## src/rtl/opl_stats_counters.sv

```systemverilog
// opl_stats_counters: packet and lookup statistics for the OPL datapath.
// Snoops ingress/egress streams for start-of-packet beats, counts lookup
// hits and misses, and keeps clear-on-read counters with sticky overflow.
//
// state  | meaning
// -------+---------------------------------------------------------------
// IDLE   | between packets; the next beat is a start-of-packet
// IN_PKT | inside a multi-beat packet; beats are not counted until tlast
module opl_stats_counters #(
    parameter int COUNT_WIDTH = 32,
    parameter bit SATURATE    = 1'b1
) (
    input  logic                   clk,
    input  logic                   reset,
    input  logic                   s_axis_tvalid,
    input  logic                   s_axis_tready,
    input  logic                   s_axis_tlast,
    input  logic                   m_axis_tvalid,
    input  logic                   m_axis_tready,
    input  logic                   m_axis_tlast,
    input  logic                   lut_done,
    input  logic                   lut_hit,
    input  logic                   pktin_reg_clear,
    input  logic                   pktout_reg_clear,
    input  logic                   luthit_reg_clear,
    input  logic                   lutmiss_reg_clear,
    output logic [COUNT_WIDTH-1:0] pktin_reg,
    output logic [COUNT_WIDTH-1:0] pktout_reg,
    output logic [COUNT_WIDTH-1:0] luthit_reg,
    output logic [COUNT_WIDTH-1:0] lutmiss_reg,
    output logic [3:0]             ovf_flags
);

    typedef enum logic {
        IDLE   = 1'b0,
        IN_PKT = 1'b1
    } pkt_state_t;

    localparam logic [COUNT_WIDTH-1:0] ALL_ONES = '1;

    pkt_state_t in_state;
    pkt_state_t in_state_nxt;
    pkt_state_t eg_state;
    pkt_state_t eg_state_nxt;

    logic in_beat;
    logic eg_beat;
    logic in_sop;
    logic eg_sop;

    logic [3:0] evt_raw;
    logic [3:0] evt_q;
    logic [3:0] clr;

    assign in_beat = s_axis_tvalid && s_axis_tready;
    assign eg_beat = m_axis_tvalid && m_axis_tready;

    // Packet-tracking state registers for both snooped streams.
    always_ff @(posedge clk or posedge reset) begin
        if (reset) begin
            in_state <= IDLE;
            eg_state <= IDLE;
        end else begin
            in_state <= in_state_nxt;
            eg_state <= eg_state_nxt;
        end
    end

    // Next-state and SOP decode: any beat accepted while IDLE opens a packet.
    always_comb begin
        in_state_nxt = in_state;
        eg_state_nxt = eg_state;
        in_sop       = 1'b0;
        eg_sop       = 1'b0;

        case (in_state)
            IDLE: begin
                if (in_beat) begin
                    in_sop = 1'b1;
                    if (!s_axis_tlast) in_state_nxt = IN_PKT;
                end
            end
            IN_PKT: begin
                if (in_beat && s_axis_tlast) in_state_nxt = IDLE;
            end
        endcase

        case (eg_state)
            IDLE: begin
                if (eg_beat) begin
                    eg_sop = 1'b1;
                    if (!m_axis_tlast) eg_state_nxt = IN_PKT;
                end
            end
            IN_PKT: begin
                if (eg_beat && m_axis_tlast) eg_state_nxt = IDLE;
            end
        endcase
    end

    // Bit order is shared by events, clears and ovf_flags.
    assign evt_raw = {lut_done && !lut_hit, lut_done && lut_hit, eg_sop, in_sop};
    assign clr     = {lutmiss_reg_clear, luthit_reg_clear, pktout_reg_clear, pktin_reg_clear};

    // Events are registered once to break the input-to-counter timing path.
    always_ff @(posedge clk or posedge reset) begin
        if (reset) evt_q <= '0;
        else       evt_q <= evt_raw;
    end

    for (genvar i = 0; i < 4; i++) begin : g_cnt
        logic [COUNT_WIDTH-1:0] cnt_q;
        logic                   ovf_q;

        // Counter with clear-on-read; a clear coinciding with an event keeps the event.
        always_ff @(posedge clk or posedge reset) begin
            if (reset) begin
                cnt_q <= '0;
                ovf_q <= 1'b0;
            end else if (clr[i]) begin
                cnt_q <= evt_q[i] ? COUNT_WIDTH'(1) : '0;
                ovf_q <= 1'b0;
            end else if (evt_q[i]) begin
                if (cnt_q == ALL_ONES) begin
                    cnt_q <= SATURATE ? ALL_ONES : '0;
                    ovf_q <= 1'b1;
                end else begin
                    cnt_q <= cnt_q + COUNT_WIDTH'(1);
                end
            end
        end
    end

    assign pktin_reg   = g_cnt[0].cnt_q;
    assign pktout_reg  = g_cnt[1].cnt_q;
    assign luthit_reg  = g_cnt[2].cnt_q;
    assign lutmiss_reg = g_cnt[3].cnt_q;
    assign ovf_flags   = {g_cnt[3].ovf_q, g_cnt[2].ovf_q, g_cnt[1].ovf_q, g_cnt[0].ovf_q};

endmodule

```

## config.mk

```make
export PLATFORM = sky130hd
export DESIGN_NAME = opl_stats_counters
export DESIGN_NICKNAME = d
export VERILOG_FILES = /design/src/rtl/opl_stats_counters.sv
export SDC_FILE = /design/constraint.sdc
export NUM_CORES = 1
export LEC_CHECK = 0
export BUFFER_PORTS_ARGS = -buffer_cell sky130_fd_sc_hd__buf_2
export CAP_MARGIN = 20
export CORE_MARGIN = 2
export CORE_UTILIZATION = 47
export DETAILED_ROUTE_END_ITERATION = 6
export PLACE_DENSITY = 0.67
export SLEW_MARGIN = 10
export SYNTH_ARGS = -nofsm -noshare
export SYNTH_HDL_FRONTEND = slang
export SYNTH_SLANG_ARGS = --single-unit
```

## constraint.sdc

```tcl
create_clock -name clk -period 5.25 [get_ports clk]
set_input_delay 0.2625 -clock clk [delete_from_list [all_inputs] [get_ports clk]]
set_output_delay 0.2625 -clock clk [all_outputs]
set_load 0.02 [all_outputs]
```

== Word level (Yosys, flattened, before mapping) ==
Cells that the tools add are included.

* Add/subtract/negate cells: 4
* Reduce and logical (&&, ||, !) cells: 19
* Multiplexer cells: 40
* Bitwise gates (word level): 2
* Equality and inequality tests: 4

{| class="wikitable"
|+ Operator list
! cell !! count
|-
| $mux W32 || 12
|-
| $add A32 B1 Y32 const B || 4
|-
| $eq A32 B32 Y1 const B || 4
|-
| $mux W1 || 26
|-
| $reduce_bool A2 Y1 || 8
|-
| $reduce_and A2 Y1 || 4
|-
| $logic_and A1 B1 Y1 || 6
|-
| $pmux W1 S2 || 2
|-
| $not A1 Y1 || 2
|-
| $logic_not A1 Y1 || 1
|}

* Logic and storage cells: 80
* Bits of input ports: 14
* Register bits: 138

== Depth between registers and ports, before layout ==
Gate-level depths: netlist (run 1).

* Depth in word-level cells: 4
* Mapped depth: 8

== Worst setup path after synthesis (run 1) ==
No wires, ideal clock.

* Path kind: reg-to-reg
* Start point: register g_cnt[0].cnt_q[7] (netlist: pktin_reg[7])
* End point: register g_cnt[0].cnt_q[27] (netlist: pktin_reg[27])
* Arrival time: 2.371 ns
* Setup time: 0.096 ns
* Buffers on the path: 3
* Cell stages (with the launch flop): 9
* Data required time: 5.154 ns
* Path slack: 2.784 ns
* Cells stage by stage: dfrtp_1 > buf_4 > nand4_2 > or4_1 > buf_2 > or4_4 > buf_6 > and4_1 > nor4_2

* Longest elaborated chain between the ends: 4
* Elaborated cells on any way between the ends: 5

{| class="wikitable"
|+ Ends and longest elaborated chain
! element !! RTL line !! source
|-
| from (decl) || 112 || <nowiki>logic [COUNT_WIDTH-1:0] cnt_q;</nowiki>
|-
| from (signal assigned) || 121 || <nowiki>cnt_q <= evt_q[i] ? COUNT_WIDTH'(1) : '0;</nowiki>
|-
| from (signal assigned) || 125 || <nowiki>cnt_q <= SATURATE ? ALL_ONES : '0;</nowiki>
|-
| from (signal assigned) || 128 || <nowiki>cnt_q <= cnt_q + COUNT_WIDTH'(1);</nowiki>
|-
| $add A32 B1 Y32 or $eq A32 B32 Y1 (tied branches) || 128, 124 ||
|-
| $mux W32 * || 124 || <nowiki>if (cnt_q == ALL_ONES) begin</nowiki>
|-
| $mux W32 * || 123 || <nowiki>end else if (evt_q[i]) begin</nowiki>
|-
| $mux W32 * || 120 || <nowiki>end else if (clr[i]) begin</nowiki>
|}

Mark *: on every way between the ends. The rest lies on a longest branch, timed or not. The select of a mux whose other input is x is not followed.
A chain may end at the register's enable or synchronous reset.

== Final worst setup path (run 1) ==
* Start point: register g_cnt[3].cnt_q[8] (netlist: lutmiss_reg[8])
* End point: register g_cnt[3].cnt_q[13] (netlist: lutmiss_reg[13])

* Longest elaborated chain between the ends: 4
* Elaborated cells on any way between the ends: 5

{| class="wikitable"
|+ Ends and longest elaborated chain
! element !! RTL line
|-
| from (decl) || 112
|-
| from (signal assigned) || 121
|-
| from (signal assigned) || 125
|-
| from (signal assigned) || 128
|-
| $add A32 B1 Y32 or $eq A32 B32 Y1 (tied branches) || 128, 124
|-
| $mux W32 * || 124
|-
| $mux W32 * || 123
|-
| $mux W32 * || 120
|}

Marks and branches as above.

==> results.yml, run 1 <==
synthesis:
  synthArstFlopShare_pct: 100
  synthDominantAreaCellType: "sky130_fd_sc_hd__dfrtp_1"
  synth_most_common_cell: "sky130_fd_sc_hd__dfrtp_1"
  synthDistinctLibCells: 54
  synthesis.area_per_instance_sq_um: 8.80
  post_synth_inst_count: 870
  edff_count_synth: 0
  ys_warn_count: 0
  synth_top_cells_by_area: "sky130_fd_sc_hd__dfrtp_1, sky130_fd_sc_hd__nor2_1, sky130_fd_sc_hd__nor3_1"
  syn-cell-area_sq_um: 7660
  synth_largest_type_area_fraction_pct: 45.1
  synth_common_cells: "sky130_fd_sc_hd__dfrtp_1, sky130_fd_sc_hd__nor2_1, sky130_fd_sc_hd__nor3_1"
  synth_top_flop_cell: "sky130_fd_sc_hd__dfrtp_1"
  synth-seq-cells: 138
  nets_in_the_synthesized_netlist: 888
  synth_seq_area_share_pct: 45.1
critical_path:
  crit_path_cell_trace: "nand4_1 > or4_1 > nor3_2 > o21ai_0 > a221oi_1"
  worstPathRequired_ns: 5.56
  r2r_start: "lutmiss_reg[8]"
  cp.buffers_inverters: 0
  cp.depth: 5
  end_kind: "flip-flop"
  reg2reg_depth: 5
  crit_slowest_cell: "sky130_fd_sc_hd__nor3_2"
  timing_worst_setup_path_type: "flip-flop to flip-flop"
  timing.critical_path.from_type: "flip-flop"
  max_stage_delay_ns: 0.73
  critical_path.startpoint: "lutmiss_reg[8]"
  maximum_fanout_along_the_worst_path: 15
  critPathArrivalTime_ns: 3.02
  worst_path_dominant_cell_family: "simple AND/OR/NAND/NOR gates"
detailed_routing:
  routed-via-count: 7440
  drc: 0
  drt-vias-per-instance: 6.10
  drt_wl_total_um: 20500
  drt-initial-drc-count: 660
  wire_per_inst_um: 16.8
  antenna_left: 0
  detailed_routing_iteration_count_for_the_pre_antenna_repair_pass: 5
die:
  floorplan.initialDensity_pct: 48.2
  fp.dieW_um: 132
  die_h_um: 132
  floorplan.core_area_sq_um: 15900
  rows: 46
  full_die_area_sq_um: 17300
  ios: 146
cells_and_area:
  non_filler_cells_in_the_finished_layout: 1220
  nFillCells: 1409
  antenna_cells: 0
  area_growth_syn_to_layout_pct: 19.9
  post-route-util_pct: 57.8
  fraction_of_final_layout_cells_with_drive_strength_greater_than_1_pct: 19.6
  final_net_count: 1009
clock_network:
  post_cts.resized_instances: 0
  clock_latency_ns: 0.43
  cts_root_buf: "sky130_fd_sc_hd__clkbuf_16"
  numCtsBuffers: 17
  tritoncts: "built"
  clock_sinks: 138
  number_of_hold_buffers_added_after_cts: 2
  cts_h_tree_depth: 4
  clk_pin_slew_worst_paths_ns: 0.06
  post_cts_buffers: 0
  max-clock-path-buffers: 2
power_and_ir_drop:
  static_leakage_nw: 4.15
  cellPowerDensity_nw_per_um2: 279
  worst_ir_drop_vdd_v: 0.000220
global_routing:
  grt_first_pass_wirelength_um: 34100
  initial_antenna_violation_count: 0
  grt_max_degree: 71
  first_global_vias: 6541
  grt_util_all_layers_pct: 23.7
  globalRouteOverflowTotal: 0
worst_hold_path:
  worst_hold_path.num_cells: 2
  hold_start: "s_axis_tlast"
  holdCritPathClass: "input port to flip-flop"
placed_design:
  number_of_cells_in_the_design_after_placement: 1185
  port_buffers: 145
  hpwl_after_detailed_placement_um: 13700
  gp_routability_congestion: 0.859
outcome:
  status: "finished, final reports clean"
timing:
  max_slew.worst_pin.slew_ns: 0.934
  finalClockSkew_ns: 0.0103
  final_min_period_over_clock_period_pct: 51.6
  finalCriticalPeriod_ns: 2.71
  final-hold-violation-count: 0
  drv_slew: 0
  final.setup.tns_ns: 0
  setup_viol_count_final: 0
  maxClockFrequency_ghz: 0.369
  grt_setup_unrepaired: "no"
  timing.slew.headroom_pct: 37.1
run:
  max_capacitance_violation_total: 0
[final timing paths]
kind,end,slack (ns)
setup / recovery,lutmiss_reg[13],2.54
hold / removal,flip-flop,0.02
setup reg to reg,lutmiss_reg[13],2.54
hold reg to reg,evt_q[1],0.42
max in group asynchronous,lutmiss_reg[29],3.46
min in group asynchronous,evt_q[1],0.45
[final cells by class]
| class | instances | area (sq um) | area share, % |
|---|---|---|---|
| multi-input combinational | 651 | 3880 | 42.2 |
| timing repair buffer | 153 | 788 | 8.59 |
| clock inverter | 15 | 248 | 2.70 |
| sequential | 138 | 3450 | 37.6 |
| inverter | 30 | 118 | 1.28 |
| clock buffer | 17 | 425 | 4.63 |
| tap | 216 | 270 | 2.94 |
[cell usage in the layout, fill, tap and decap left out, types with 4 or more instances in the layout]
cell and instances:
sky130_fd_sc_hd__a221oi_1 10, sky130_fd_sc_hd__o21a_1 4, sky130_fd_sc_hd__a41o_1 4, sky130_fd_sc_hd__a41oi_1 5, sky130_fd_sc_hd__buf_4 5, sky130_fd_sc_hd__a31oi_1 35, sky130_fd_sc_hd__and4_1 26, sky130_fd_sc_hd__inv_1 29
sky130_fd_sc_hd__or4_1 5, sky130_fd_sc_hd__nand4_1 41, sky130_fd_sc_hd__nor3b_1 5, sky130_fd_sc_hd__a211oi_1 23, sky130_fd_sc_hd__a311oi_1 14, sky130_fd_sc_hd__o21bai_1 11, sky130_fd_sc_hd__a21oi_1 35, sky130_fd_sc_hd__and3_1 42
sky130_fd_sc_hd__nor3_1 56, sky130_fd_sc_hd__nor4_1 24, sky130_fd_sc_hd__dfrtp_1 138, sky130_fd_sc_hd__nand2_1 50, sky130_fd_sc_hd__nand3_1 50, sky130_fd_sc_hd__and2_1 8, sky130_fd_sc_hd__nor2_1 100, sky130_fd_sc_hd__bufinv_16 6
sky130_fd_sc_hd__nor4_2 4, sky130_fd_sc_hd__mux2i_1 16, sky130_fd_sc_hd__buf_2 145, sky130_fd_sc_hd__o21ai_0 34, sky130_fd_sc_hd__or3_1 7, sky130_fd_sc_hd__clkbuf_16 17, sky130_fd_sc_hd__ha_1 4, sky130_fd_sc_hd__o22ai_1 5
[where the power goes]
group	internal, W	switching, W	total (W)
Sequential	0.00107	0.0000201	0.00109
Combinational	0.0000258	0.0000718	0.0000976
Clock	0.000891	0.000478	0.00137
Total	0.00199	0.000570	0.00256
[routing by layer]
metal,track usage [%],vias to the layer above,wire (um)
met4,7.37,0,241
li1,-,3582,-
met1,34.4,3534,9380
met3,4.82,27,1390
met5,0,-,0
met2,35.7,297,9480
[metrics by stage]
step                cell area (sq um)  setup WS [ns]  hold slack, ns  total power, W
global placement                 8480           2.66           0.407         0.00121
floorplan                        7660           1.29           0.328         0.00118
global route                     9180           2.31          0.0294         0.00265
CTS                              9170           2.53          0.0187         0.00259
detailed placement               8480           2.57           0.401         0.00121
finish                           9180           2.54          0.0226         0.00256
[cells by family (layout without fill, tap and decap cells)]
group	after synthesis	after routing	share of synthesized area (%)
flops	138	138	45.1
fa+ha+maj	4	4	0.654
xor+xnor	2	2	0.229
buf+inv	81	215	4.43
mux	16	16	2.09
compound gates	196	196	17.2
simple gates	433	433	30.3
Power figures use the tool's default switching activity.
==> inputs of run 2 (changes only) <==
--- a/config.mk
+++ b/config.mk
@@ -10,7 +10,7 @@
 export CORE_MARGIN = 2
 export CORE_UTILIZATION = 47
 export DETAILED_ROUTE_END_ITERATION = 6
-export PLACE_DENSITY = 0.67
+export PLACE_DENSITY = 0.7
 export SLEW_MARGIN = 10
 export SYNTH_ARGS = -nofsm -noshare
 export SYNTH_HDL_FRONTEND = slang
==> constraint.sdc (replaced) <==
create_clock -name clk -period 2.3 [get_ports clk]
set_input_delay 0.115 -clock clk [delete_from_list [all_inputs] [get_ports clk]]
set_output_delay 0.115 -clock clk [all_outputs]
set_load 0.02 [all_outputs]
==> run 2 against run 1 <==
Compared with the run above:
- critical path depth up 2
- wire length up 4.8%
- utilization up 4.9 points
- via count up 5.0%
- global-route usage up 1.1 points
- clock power up 92%
- critical endpoint is now pktin_reg[0]
- highest routed layer unchanged
==> results.yml, run 2 (synthesis results as in run 1) <==
outcome:
  status: "finished, final reports clean"
critical_path:
  critPathArrivalTime_ns: 2.52
  cpMostUsedCell: "sky130_fd_sc_hd__buf_4"
  reg2reg_depth: 7
  cp.buffers_inverters: 2
  maximum_fanout_along_the_worst_path: 6
  timing.critical_path.from_type: "flip-flop"
  worstPathRequired_ns: 2.63
  end_kind: "flip-flop"
  worst_r2r_endpoint: "pktin_reg[0]"
  crit_path_cell_trace: "nand4_4 > or4_1 > buf_4 > nor4_4 > buf_4 > or3_1 > a21boi_0"
  setup.reg_to_reg.worst_slack_ns: 0.11
  max_stage_delay_ns: 0.56
  r2r_start: "pktin_reg[9]"
  timing_worst_setup_path_type: "flip-flop to flip-flop"
  crit_slowest_cell: "sky130_fd_sc_hd__or4_1"
  worst_path_dominant_cell_family: "simple AND/OR/NAND/NOR gates"
run:
  max_capacitance_violation_total: 0
die:
  full_die_area_sq_um: 17300
  floorplan.initialDensity_pct: 48.2
  die_h_um: 132
  fp.dieW_um: 132
  ios: 146
  rows: 46
  floorplan.core_area_sq_um: 15900
detailed_routing:
  detailed_routing_iteration_count_for_the_pre_antenna_repair_pass: 5
  wire_per_inst_um: 16.3
  drc: 0
  drt-vias-per-instance: 5.92
  antenna_left: 0
  drt_wl_total_um: 21500
  routed-via-count: 7809
  drt-initial-drc-count: 469
power_and_ir_drop:
  worst_ir_drop_vdd_v: 0.000463
  cellPowerDensity_nw_per_um2: 542
  post-layout-total-power_w: 0.00540
  static_leakage_nw: 4.64
timing:
  timing.slew.headroom_pct: 55.9
  setup_viol_count_final: 0
  maxClockFrequency_ghz: 0.456
  finalClockSkew_ns: 0.00943
  final_hold_slack_ns: 0.0379
  timing.final.ws_setup_ns: 0.108
  drv_slew: 0
  grt_setup_unrepaired: "yes"
  final_min_period_over_clock_period_pct: 95.3
  final-hold-violation-count: 0
  max_slew.worst_pin.slew_ns: 0.662
  finalCriticalPeriod_ns: 2.19
worst_hold_path:
  hold_start: "s_axis_tvalid"
  holdCritPathClass: "input port to flip-flop"
  worst_hold_path.num_cells: 3
global_routing:
  grt_util_all_layers_pct: 24.8
  initial_antenna_violation_count: 0
  grt_busiest_layer: "met2"
  grt_max_degree: 50
  grt_first_pass_wirelength_um: 36000
  first_global_vias: 7127
  global_route.usage.met2_pct: 39.4
  met1_usage_pct: 34.9
  globalRouteOverflowTotal: 0
  global_route.usage.met3_pct: 4.21
cells_and_area:
  antenna_cells: 0
  nFillCells: 1371
  layout_common_cells: "sky130_fd_sc_hd__buf_2, sky130_fd_sc_hd__dfrtp_1, sky130_fd_sc_hd__nor2_1"
  layout.cells.most_common: "sky130_fd_sc_hd__buf_2"
  area_growth_syn_to_layout_pct: 30.1
  final_net_count: 1107
  fraction_of_final_layout_cells_with_drive_strength_greater_than_1_pct: 27.8
  post_layout_inst_area_sq_um: 9960
clock_network:
  clk_pin_slew_worst_paths_ns: 0.06
  clock_latency_ns: 0.41
  cts_h_tree_depth: 4
  clock_sinks: 138
  max-clock-path-buffers: 2
  cts_root_buf: "sky130_fd_sc_hd__clkbuf_16"
  tritoncts: "built"
  numCtsBuffers: 17
placed_design:
  post_place_instance_area_sq_um: 9210
  detailedPlace.worstSlack_ns: 0.0623
  port_buffers: 145
  gp_routability_congestion: 0.858
  hpwl_after_detailed_placement_um: 15000
run 2: changes by cell type in the layout (fill, tap and decap cells not counted), sizes merged:
cell / delta
bufinv: -5
buf: +90
inv: -2
dlygate4sd3: +9
clkinvlp: +2
clkbuf: +4
run 2: timing repair:
item,in CTS,in global routing
hold buffers,11,0
buffers inserted,0,1
setup endpoints to repair,0,18
hold endpoints to repair,100,0
gates resized for setup,0,12
run 2: final cells by class:
type,instances,area (sq um),area share [%]
clock buffer,22,484,4.86
multi-input combinational,651,3960,39.8
tap,216,270,2.71
sequential,138,3460,34.8
timing repair buffer,251,1570,15.8
clock inverter,10,92.6,0.930
inverter,30,116,1.17
run 2: per-stage QoR:
stage                     utilization, %  setup TNS, ns  std cells
after detailed placement            58.0              0       1274
after global placement              58.0              0       1274
after CTS                           62.3              0       1317
final                               62.7              0       1318
after global routing                62.7         -0.107       1318
after floorplan                        -         -0.154        870
run 2: where the power goes:
| group | switching (W) | total (W) | internal (W) |
|---|---|---|---|
| logic | 0.000200 | 0.000291 | 0.0000905 |
| registers | 0.0000245 | 0.00248 | 0.00245 |
| clock network | 0.00103 | 0.00263 | 0.00160 |
run 2: metal layers:
metal  wire [um]  vias to the layer above
met5           0                        -
met4         336                        0
met3        1150                       26
met2       10200                      233
met1        9800                     3787
li1            -                     3763
run 2: how the worst max path moves through the flow:
stage,slack (ns),to,cells after the start,startpoint
after floorplan,-0.04,pktin_reg[23],8,pktin_reg[7]
after global placement,0.14,pktin_reg[17],7,pktin_reg[9]
after detailed placement,0.06,pktin_reg[17],7,pktin_reg[9]
after CTS,0.02,pktin_reg[17],7,pktin_reg[9]
after global routing,-0.06,lutmiss_reg[25],6,lutmiss_reg[1]
final,0.11,pktin_reg[0],7,pktin_reg[9]
run 2: worst reg2reg max path: stages, from the launching register on:
cell	delay [ns]
sky130_fd_sc_hd__dfrtp_2	0.41
sky130_fd_sc_hd__nand4_4	0.13
sky130_fd_sc_hd__or4_1	0.56
sky130_fd_sc_hd__buf_4	0.18
sky130_fd_sc_hd__nor4_4	0.34
sky130_fd_sc_hd__buf_4	0.20
sky130_fd_sc_hd__or3_1	0.11
sky130_fd_sc_hd__a21boi_0	0.17
